## src/rtl/tcpc_tx_scheduler_pkg.sv

```systemverilog
// Shared definitions for the PD transmit scheduler: frame types, status codes,
// FSM state encoding and MessageID width.
package tcpc_tx_pkg;

    localparam int MSGID_W   = 3;
    localparam int TYPE_W    = 3;
    localparam int NUM_MSGID = 3;

    localparam logic [TYPE_W-1:0] FT_SOP         = 3'd0;
    localparam logic [TYPE_W-1:0] FT_SOP_P       = 3'd1;
    localparam logic [TYPE_W-1:0] FT_SOP_PP      = 3'd2;
    localparam logic [TYPE_W-1:0] FT_DBG_P       = 3'd3;
    localparam logic [TYPE_W-1:0] FT_DBG_PP      = 3'd4;
    localparam logic [TYPE_W-1:0] FT_HARD_RESET  = 3'd5;
    localparam logic [TYPE_W-1:0] FT_CABLE_RESET = 3'd6;
    localparam logic [TYPE_W-1:0] FT_BIST        = 3'd7;

    localparam logic [1:0] STAT_NONE      = 2'b00;
    localparam logic [1:0] STAT_SUCCESS   = 2'b01;
    localparam logic [1:0] STAT_FAILED    = 2'b10;
    localparam logic [1:0] STAT_DISCARDED = 2'b11;

    typedef enum logic [2:0] {
        S_IDLE,
        S_GAP,
        S_START,
        S_WAIT,
        S_REPORT
    } tx_state_e;

    // Hard/cable reset frames jump the round-robin queue.
    function automatic logic is_reset_frame(input logic [TYPE_W-1:0] t);
        return (t == FT_HARD_RESET) || (t == FT_CABLE_RESET);
    endfunction

endpackage

```

## src/rtl/tcpc_tx_scheduler_if.sv

```systemverilog
// Requester + transmitter signal bundle of the scheduler; slave modport is the
// scheduler's view, master modport the surrounding logic's view.
interface tcpc_tx_scheduler_if import tcpc_tx_pkg::*; #(
    parameter int NUM_REQ = 4
);
    logic [NUM_REQ-1:0]        req;
    logic [TYPE_W*NUM_REQ-1:0] req_type;
    logic [NUM_REQ-1:0]        grant;
    logic [NUM_REQ-1:0]        done;
    logic [1:0]                status;
    logic                      tx_start;
    logic [TYPE_W-1:0]         tx_type;
    logic [MSGID_W-1:0]        tx_msg_id;
    logic                      tx_success;
    logic                      tx_failed;
    logic                      tx_discarded;
    logic                      rx_hard_reset;

    modport slave (
        input  req, req_type, tx_success, tx_failed, tx_discarded, rx_hard_reset,
        output grant, done, status, tx_start, tx_type, tx_msg_id
    );

    modport master (
        output req, req_type, tx_success, tx_failed, tx_discarded, rx_hard_reset,
        input  grant, done, status, tx_start, tx_type, tx_msg_id
    );
endinterface

```

## src/rtl/tcpc_tx_scheduler_rr_arbiter.sv

```systemverilog
// Combinational winner select: reset-class frames first (lowest index),
// otherwise round robin starting just after the previous owner.
module tcpc_tx_rr_arbiter import tcpc_tx_pkg::*; #(
    parameter int NUM_REQ = 4,
    parameter int IDX_W   = $clog2(NUM_REQ)
) (
    input  logic [NUM_REQ-1:0]        i_req,
    input  logic [TYPE_W*NUM_REQ-1:0] i_req_type,
    input  logic [IDX_W-1:0]          i_rr_ptr,
    output logic [IDX_W-1:0]          o_idx,
    output logic                      o_valid
);
    logic [NUM_REQ-1:0] w_urgent;

    genvar gi;
    generate
        for (gi = 0; gi < NUM_REQ; gi++) begin : g_class
            assign w_urgent[gi] = i_req[gi] & is_reset_frame(i_req_type[TYPE_W*gi +: TYPE_W]);
        end
    endgenerate

    // Both scans run high-to-low so the last hit is the preferred candidate.
    always_comb begin
        int j;
        j       = 0;
        o_idx   = '0;
        o_valid = |i_req;
        if (|w_urgent) begin
            for (int i = NUM_REQ - 1; i >= 0; i--) begin
                if (w_urgent[i]) o_idx = IDX_W'(i);
            end
        end else begin
            for (int k = NUM_REQ; k >= 1; k--) begin
                j = (int'(i_rr_ptr) + k) % NUM_REQ;
                if (i_req[j]) o_idx = IDX_W'(j);
            end
        end
    end
endmodule

```

## src/rtl/tcpc_tx_scheduler.sv

```systemverilog
// Shares one PD transmitter among NUM_REQ requesters and owns the per-SOP MessageIDs.
// Optional TCPC_TX_WATCHDOG_EN adds a response timeout of WDOG_CYCLES in WAIT.
module tcpc_tx_scheduler import tcpc_tx_pkg::*; #(
    parameter int NUM_REQ     = 4,
    parameter int IFG_CYCLES  = 25,
    parameter int WDOG_CYCLES = 1024
) (
    input  logic                clk,
    input  logic                reset,
    tcpc_tx_scheduler_if.slave  bus
);
    localparam int IDX_W   = $clog2(NUM_REQ);
    localparam int GAP_LEN = (IFG_CYCLES < 1) ? 1 : IFG_CYCLES;
`ifdef TCPC_TX_WATCHDOG_EN
    localparam int TMR_MAX = (WDOG_CYCLES > GAP_LEN) ? WDOG_CYCLES : GAP_LEN;
`else
    localparam int TMR_MAX = GAP_LEN;
`endif
    localparam int TMR_W = $clog2(TMR_MAX + 1);
    localparam logic [TMR_W-1:0] GAP_LAST = TMR_W'(GAP_LEN - 1);
`ifdef TCPC_TX_WATCHDOG_EN
    localparam logic [TMR_W-1:0] WDOG_LAST = TMR_W'(WDOG_CYCLES - 1);
`endif

    tx_state_e          r_state;
    logic [IDX_W-1:0]   r_owner;
    logic [TYPE_W-1:0]  r_type;
    logic [NUM_REQ-1:0] r_grant;
    logic [NUM_REQ-1:0] r_done;
    logic [1:0]         r_status;
    logic               r_tx_start;
    logic [TYPE_W-1:0]  r_tx_type;
    logic [MSGID_W-1:0] r_tx_msg_id;
    logic [TMR_W-1:0]   r_timer;
    logic [IDX_W-1:0]   r_rr_ptr;
    logic [MSGID_W-1:0] r_msgid [NUM_MSGID];

    logic [IDX_W-1:0]   w_arb_idx;
    logic               w_arb_valid;
    logic [TYPE_W-1:0]  w_arb_type;
    logic [NUM_REQ-1:0] w_arb_1h;
    logic [NUM_REQ-1:0] w_owner_1h;
    logic               w_owner_req;
    logic [MSGID_W-1:0] w_msg_id;
    logic               w_wdog_expired;
    logic               w_report;

    tcpc_tx_rr_arbiter #(
        .NUM_REQ (NUM_REQ),
        .IDX_W   (IDX_W)
    ) u_arb (
        .i_req      (bus.req),
        .i_req_type (bus.req_type),
        .i_rr_ptr   (r_rr_ptr),
        .o_idx      (w_arb_idx),
        .o_valid    (w_arb_valid)
    );

    assign w_arb_type  = bus.req_type[TYPE_W*int'(w_arb_idx) +: TYPE_W];
    assign w_arb_1h    = NUM_REQ'(1) << w_arb_idx;
    assign w_owner_1h  = NUM_REQ'(1) << r_owner;
    assign w_owner_req = bus.req[r_owner];

`ifdef TCPC_TX_WATCHDOG_EN
    assign w_wdog_expired = (r_timer == WDOG_LAST);
`else
    assign w_wdog_expired = 1'b0;
`endif
    assign w_report = bus.rx_hard_reset | bus.tx_success | bus.tx_failed
                    | bus.tx_discarded | w_wdog_expired;

    // Only SOP/SOP'/SOP'' carry a counted MessageID; everything else sends 0.
    always_comb begin
        w_msg_id = '0;
        for (int i = 0; i < NUM_MSGID; i++) begin
            if (r_type == TYPE_W'(i)) w_msg_id = r_msgid[i];
        end
    end

    always_ff @(posedge clk or posedge reset) begin
        if (reset) begin
            r_state     <= S_IDLE;
            r_owner     <= '0;
            r_type      <= '0;
            r_grant     <= '0;
            r_done      <= '0;
            r_status    <= STAT_NONE;
            r_tx_start  <= 1'b0;
            r_tx_type   <= '0;
            r_tx_msg_id <= '0;
            r_timer     <= '0;
            r_rr_ptr    <= '0;
            for (int i = 0; i < NUM_MSGID; i++) r_msgid[i] <= '0;
        end else begin
            r_done     <= '0;
            r_tx_start <= 1'b0;
            case (r_state)
                S_IDLE: begin
                    if (w_arb_valid) begin
                        r_owner <= w_arb_idx;
                        r_type  <= w_arb_type;
                        r_grant <= w_arb_1h;
                        r_timer <= '0;
                        r_state <= S_GAP;
                    end
                end
                S_GAP: begin
                    if (bus.rx_hard_reset || !w_owner_req) begin
                        r_grant <= '0;
                        r_state <= S_IDLE;
                    end else if (r_timer == GAP_LAST) begin
                        r_state <= S_START;
                    end else begin
                        r_timer <= r_timer + TMR_W'(1);
                    end
                end
                S_START: begin
                    if (bus.rx_hard_reset) begin
                        r_grant  <= '0;
                        r_done   <= w_owner_1h;
                        r_status <= STAT_DISCARDED;
                        r_rr_ptr <= r_owner;
                        r_state  <= S_REPORT;
                    end else begin
                        r_tx_start  <= 1'b1;
                        r_tx_type   <= r_type;
                        r_tx_msg_id <= w_msg_id;
                        r_timer     <= '0;
                        r_state     <= S_WAIT;
                    end
                end
                S_WAIT: begin
                    if (w_report) begin
                        r_grant  <= '0;
                        r_done   <= w_owner_1h;
                        r_rr_ptr <= r_owner;
                        r_state  <= S_REPORT;
                    end
                    // Outcome precedence: partner hard reset, success, failed, discarded.
                    if (bus.rx_hard_reset) begin
                        r_status <= STAT_DISCARDED;
                    end else if (bus.tx_success) begin
                        r_status <= STAT_SUCCESS;
                        for (int i = 0; i < NUM_MSGID; i++) begin
                            if (r_type == TYPE_W'(i)) r_msgid[i] <= r_msgid[i] + MSGID_W'(1);
                            if (r_type == FT_HARD_RESET) r_msgid[i] <= '0;
                            if (r_type == FT_CABLE_RESET && i != 0) r_msgid[i] <= '0;
                        end
                    end else if (bus.tx_failed) begin
                        r_status <= STAT_FAILED;
                    end else if (bus.tx_discarded) begin
                        r_status <= STAT_DISCARDED;
`ifdef TCPC_TX_WATCHDOG_EN
                    end else if (w_wdog_expired) begin
                        r_status <= STAT_FAILED;
                    end else begin
                        r_timer <= r_timer + TMR_W'(1);
`endif
                    end
                end
                S_REPORT: r_state <= S_IDLE;
                default:  r_state <= S_IDLE;
            endcase
            // A received hard reset wipes the MessageIDs whatever else happens this cycle.
            if (bus.rx_hard_reset) begin
                for (int i = 0; i < NUM_MSGID; i++) r_msgid[i] <= '0;
            end
        end
    end

    assign bus.grant     = r_grant;
    assign bus.done      = r_done;
    assign bus.status    = r_status;
    assign bus.tx_start  = r_tx_start;
    assign bus.tx_type   = r_tx_type;
    assign bus.tx_msg_id = r_tx_msg_id;
endmodule

```

## src/flat_wrapper.sv

```systemverilog
// flat-port wrapper written by rule: the top's interface ports become plain ports
module tcpc_tx_scheduler_flat import tcpc_tx_pkg::*;
#(
    parameter int NUM_REQ     = 4,
    parameter int IFG_CYCLES  = 25,
    parameter int WDOG_CYCLES = 1024
)
  (clk, reset, bus_req, bus_req_type, bus_tx_success, bus_tx_failed, bus_tx_discarded, bus_rx_hard_reset, bus_grant, bus_done, bus_status, bus_tx_start, bus_tx_type, bus_tx_msg_id);
  tcpc_tx_scheduler_if #(.NUM_REQ(NUM_REQ)) bus_i ();
  input  logic clk;
  input  logic reset;
  input wire logic [$bits(bus_i.req)-1:0] bus_req;
  input wire logic [$bits(bus_i.req_type)-1:0] bus_req_type;
  input wire logic [$bits(bus_i.tx_success)-1:0] bus_tx_success;
  input wire logic [$bits(bus_i.tx_failed)-1:0] bus_tx_failed;
  input wire logic [$bits(bus_i.tx_discarded)-1:0] bus_tx_discarded;
  input wire logic [$bits(bus_i.rx_hard_reset)-1:0] bus_rx_hard_reset;
  output wire logic [$bits(bus_i.grant)-1:0] bus_grant;
  output wire logic [$bits(bus_i.done)-1:0] bus_done;
  output wire logic [$bits(bus_i.status)-1:0] bus_status;
  output wire logic [$bits(bus_i.tx_start)-1:0] bus_tx_start;
  output wire logic [$bits(bus_i.tx_type)-1:0] bus_tx_type;
  output wire logic [$bits(bus_i.tx_msg_id)-1:0] bus_tx_msg_id;
  assign bus_i.req = bus_req;
  assign bus_i.req_type = bus_req_type;
  assign bus_i.tx_success = bus_tx_success;
  assign bus_i.tx_failed = bus_tx_failed;
  assign bus_i.tx_discarded = bus_tx_discarded;
  assign bus_i.rx_hard_reset = bus_rx_hard_reset;
  assign bus_grant = bus_i.grant;
  assign bus_done = bus_i.done;
  assign bus_status = bus_i.status;
  assign bus_tx_start = bus_i.tx_start;
  assign bus_tx_type = bus_i.tx_type;
  assign bus_tx_msg_id = bus_i.tx_msg_id;
  tcpc_tx_scheduler #(.NUM_REQ(NUM_REQ), .IFG_CYCLES(IFG_CYCLES), .WDOG_CYCLES(WDOG_CYCLES)) u_core (.clk(clk), .reset(reset), .bus(bus_i));
endmodule
```

## config.mk

```make
export PLATFORM = sky130hd
export DESIGN_NAME = tcpc_tx_scheduler_flat
export DESIGN_NICKNAME = d
export VERILOG_FILES = /design/src/rtl/tcpc_tx_scheduler_pkg.sv /design/src/rtl/tcpc_tx_scheduler_if.sv /design/src/rtl/tcpc_tx_scheduler_rr_arbiter.sv /design/src/rtl/tcpc_tx_scheduler.sv /design/src/flat_wrapper.sv
export SDC_FILE = /design/constraint.sdc
export NUM_CORES = 1
export LEC_CHECK = 0
export ABC_AREA = 1
export CORE_MARGIN = 2
export CORE_UTILIZATION = 35
export CTS_CLUSTER_DIAMETER = 200
export CTS_CLUSTER_SIZE = 8
export DETAILED_ROUTE_END_ITERATION = 8
export MAX_ROUTING_LAYER = met4
export PLACE_DENSITY = 0.63
export SKIP_LAST_GASP = 1
export SLEW_MARGIN = 30
export SYNTH_ARGS = -nofsm -noshare
export SYNTH_HDL_FRONTEND = slang
export SYNTH_SLANG_ARGS = --single-unit
```

## constraint.sdc

```tcl
create_clock -name clk -period 1.9 [get_ports clk]
set_input_delay 0.38 -clock clk [delete_from_list [all_inputs] [get_ports clk]]
set_output_delay 0.38 -clock clk [all_outputs]
set_load 0.02 [all_outputs]
```

==> results.py <==
metrics = {
    "cts": {
        "insertion_delay_ns": 0.29,
        "clock_sinks": 41,
        "cts_hold_buf": 0,
        "cts_made_buffers": 5,
        "cts_resized": 0,
        "cts.reportedPaths.clkPinSlew_ns": 0.07,
        "clk_path_buf_depth": 2,
        "cts_root_buf": "clkbuf_8",
        "cts_post_setup_buffers_inserted": 0,
        "h-tree-depth": 2,
        "cts_tree": "built",
    },
    "worst_setup_path": {
        "reg2reg_depth": 15,
        "endpoint_kind": "flop",
        "start_kind": "primary input",
        "rr_startpoint": "u_core.r_rr_ptr[0]",
        "cp.arrival_ns": 1.94,
        "critPathLaunch": "bus_req[3]",
        "crit_type": "in -> reg",
        "rrSetupSlack_ns": 0.22,
        "r2r_end": "u_core.r_type[2]",
        "required_ns": 2.09,
        "cp-endpoint": "u_core.r_type[2]",
        "critPathMaxFanout": 4,
    },
    "die": {
        "die_x_microns": 86.8,
        "die_y_microns": 86.8,
        "dieArea_sq_um": 7540,
        "core_area_sq_um": 6720,
        "start_util_pct": 35.8,
        "io_pins": 39,
        "rows": 30,
    },
    "route": {
        "routed_wl_microns": 5240,
        "post_drt_wl_per_cell_microns": 11.2,
        "drt_iter0_drc": 121,
        "via_per_inst": 4.77,
        "drc": 0,
        "dr.pass1.iters": 4,
        "vias": 2222,
        "drtAntennaViolNets": 0,
    },
    "global_routing": {
        "grt_start_max_net_pins": 42,
        "antenna_found_initial": 0,
        "grt_pass1_wl_microns": 9010,
        "track_usage_pct": 15.3,
        "overflow": 0,
        "grt_pass1_vias": 2089,
    },
    "synthesis": {
        "synth_edf_count": 0,
        "yosys-top-cells-area": "dfrtp_1, nand2_1, inv_1",
        "synth_area_leader_cell": "dfrtp_1",
        "syn_inst": 318,
        "synthTopCellsByCount": "nand2_1, dfrtp_1, inv_1, nand3_1, o21ai_0",
        "synth.distinct_cells": 34,
        "synth-async-reset-ratio_pct": 100,
        "synth_most_common_cell": "nand2_1",
        "synth_top_flop_cell": "dfrtp_1",
        "synth_top_area_share_pct": 42.7,
        "yosys_warnings": 0,
        "syn_nets": 345,
        "synth_seq_area_share_pct": 42.7,
        "syn_area_sq_um": 2400,
        "ys_ff_latch": 41,
        "syn_area_per_cell_sq_um": 7.55,
    },
    "timing": {
        "hold_viol_final": 0,
        "period_needed_ns": 1.75,
        "hold_slack_ns": 0.438,
        "fmax_ghz": 0.572,
        "tightestPinTransition_ns": 0.315,
        "fin_crit_sh_pct": 92.0,
        "slew_headroom_pct": 78.9,
        "clock_skew_ns": 0.00479,
        "setup-violations-final": 0,
        "slew_violations": 0,
        "rsz0062_at_grt": "no",
    },
    "final_layout": {
        "final_cells": 466,
        "seqCellArea_sq_um": 1030,
        "area_growth_pct": 33.6,
        "multi_input_area_sq_um": 1190,
        "fill_cells": 662,
        "drive_gt1_share_pct": 18.4,
        "utilization_pct": 47.8,
        "fin_nets": 412,
        "antennaDiodeCount": 0,
    },
    "job": {
        "max-cap-violations": 0,
    },
    "place": {
        "port_buffers": 38,
        "dp_cells": 458,
        "dpl.hpwl_microns": 4200,
        "gp_congestion": 0.831,
    },
    "power_and_ir_drop": {
        "p_leak_nw": 1.59,
        "power_density_nw_per_um2": 1410,
        "ir_worst_vdd_mv": 0.409,
        "power_mw": 4.53,
    },
    "hold_path": {
        "hold_class": "in -> async",
    },
    "outcome": {
        "status": "completed",
    },
}
## cell type report
type,count,share of cell area (%)
flip-flops and latches,41,32.0
inverters,50,6.00
well taps,80,3.12
repair buffers,63,18.2
multi-input cells,224,37.0
clock inverters,1,0.936
clock buffers,7,2.69
## routing by layer
metal  GRT usage [%]  vias up  wire length, microns  share of wire, %
li1                -     1158                     -                 -
met1            18.9      998                  2430                46
met2            25.5       60                  2470                47
met3            2.86        6                   265               5.1
met4            4.26        0                    70               1.3
met5               -        -                     0                 0
## metrics by stage
stage	setup slack (ns)	setup TNS, ns	cell area (sq um)
after floorplan	0.382	0	2400
after global placement	-0.172	-1.63	3060
after detailed placement	-0.222	-2.10	3060
after CTS	0.0897	0	3180
after global routing	0.00707	0	3210
final	0.152	0	3210
## worst max-delay path, stage by stage
cell,delay [ns]
clkdlybuf4s50_1,0.49
inv_2,0.07
o21ai_2,0.15
nand2_1,0.10
nand2_1,0.08
inv_2,0.04
nand2_1,0.07
nand2_2,0.06
nand3_4,0.10
buf_4,0.13
nand3_1,0.05
nand3_1,0.08
nand2_1,0.06
nand2_1,0.05
nand2_1,0.04
## power breakdown
group          switching, mW  internal (mW)
registers              0.315           1.18
clock network          0.291          0.428
logic                   1.37          0.947
## flip-flops by register name, summed over array words and instances, names as in the netlist, 3 cells and up
| signal | count |
|---|---|
| u_core.r_timer | 5 |
| u_core.r_msgid | 9 |
| u_core.bus.tx_msg_id | 3 |
| u_core.bus.done | 4 |
| u_core.r_state | 3 |
| u_core.bus.tx_type | 3 |
| u_core.r_type | 3 |
| u_core.bus.grant | 4 |
## layout by cell type (no fill, tap or decap), types with 2 or more instances in the layout
| cell | instances |
|---|---|
| dfrtp_1 | 40 |
| ha_1 | 5 |
| nor2_1 | 17 |
| inv_1 | 38 |
| nor3_1 | 6 |
| inv_2 | 11 |
| xor2_1 | 4 |
| nand2_2 | 12 |
| clkdlybuf4s50_1 | 36 |
| buf_4 | 24 |
| nor2_2 | 4 |
| dlymetal6s2s_1 | 2 |
| o211ai_1 | 3 |
| nand3b_1 | 2 |
| a221oi_1 | 3 |
| clkbuf_8 | 6 |
| a21oi_1 | 8 |
| nand2_1 | 90 |
| o21ai_0 | 23 |
| o31ai_1 | 4 |
| o21ai_1 | 5 |
| nand3_1 | 23 |
## worst min path at each step
stage,end,slack (ns)
CTS,u_core.bus.tx_type[2],0.46
finish,u_core.r_timer[3],0.44
floorplan,u_core.bus.status[0],0.46
global placement,u_core.bus.tx_type[0],0.47
detailed placement,u_core.bus.tx_type[0],0.47
global route,u_core.bus.tx_type[0],0.46
## kinds of logic (layout without fill, tap and decap cells)
family	count (synthesis)	count (layout)	share of synthesized area, %
simple gates	162	162	30.9
xor+xnor	5	5	1.82
buf+inv	53	121	8.91
flops	41	41	42.7
compound gates	52	52	13.0
fa+ha+maj	5	5	2.60
Note: power is estimated with default switching activity, not from simulation.
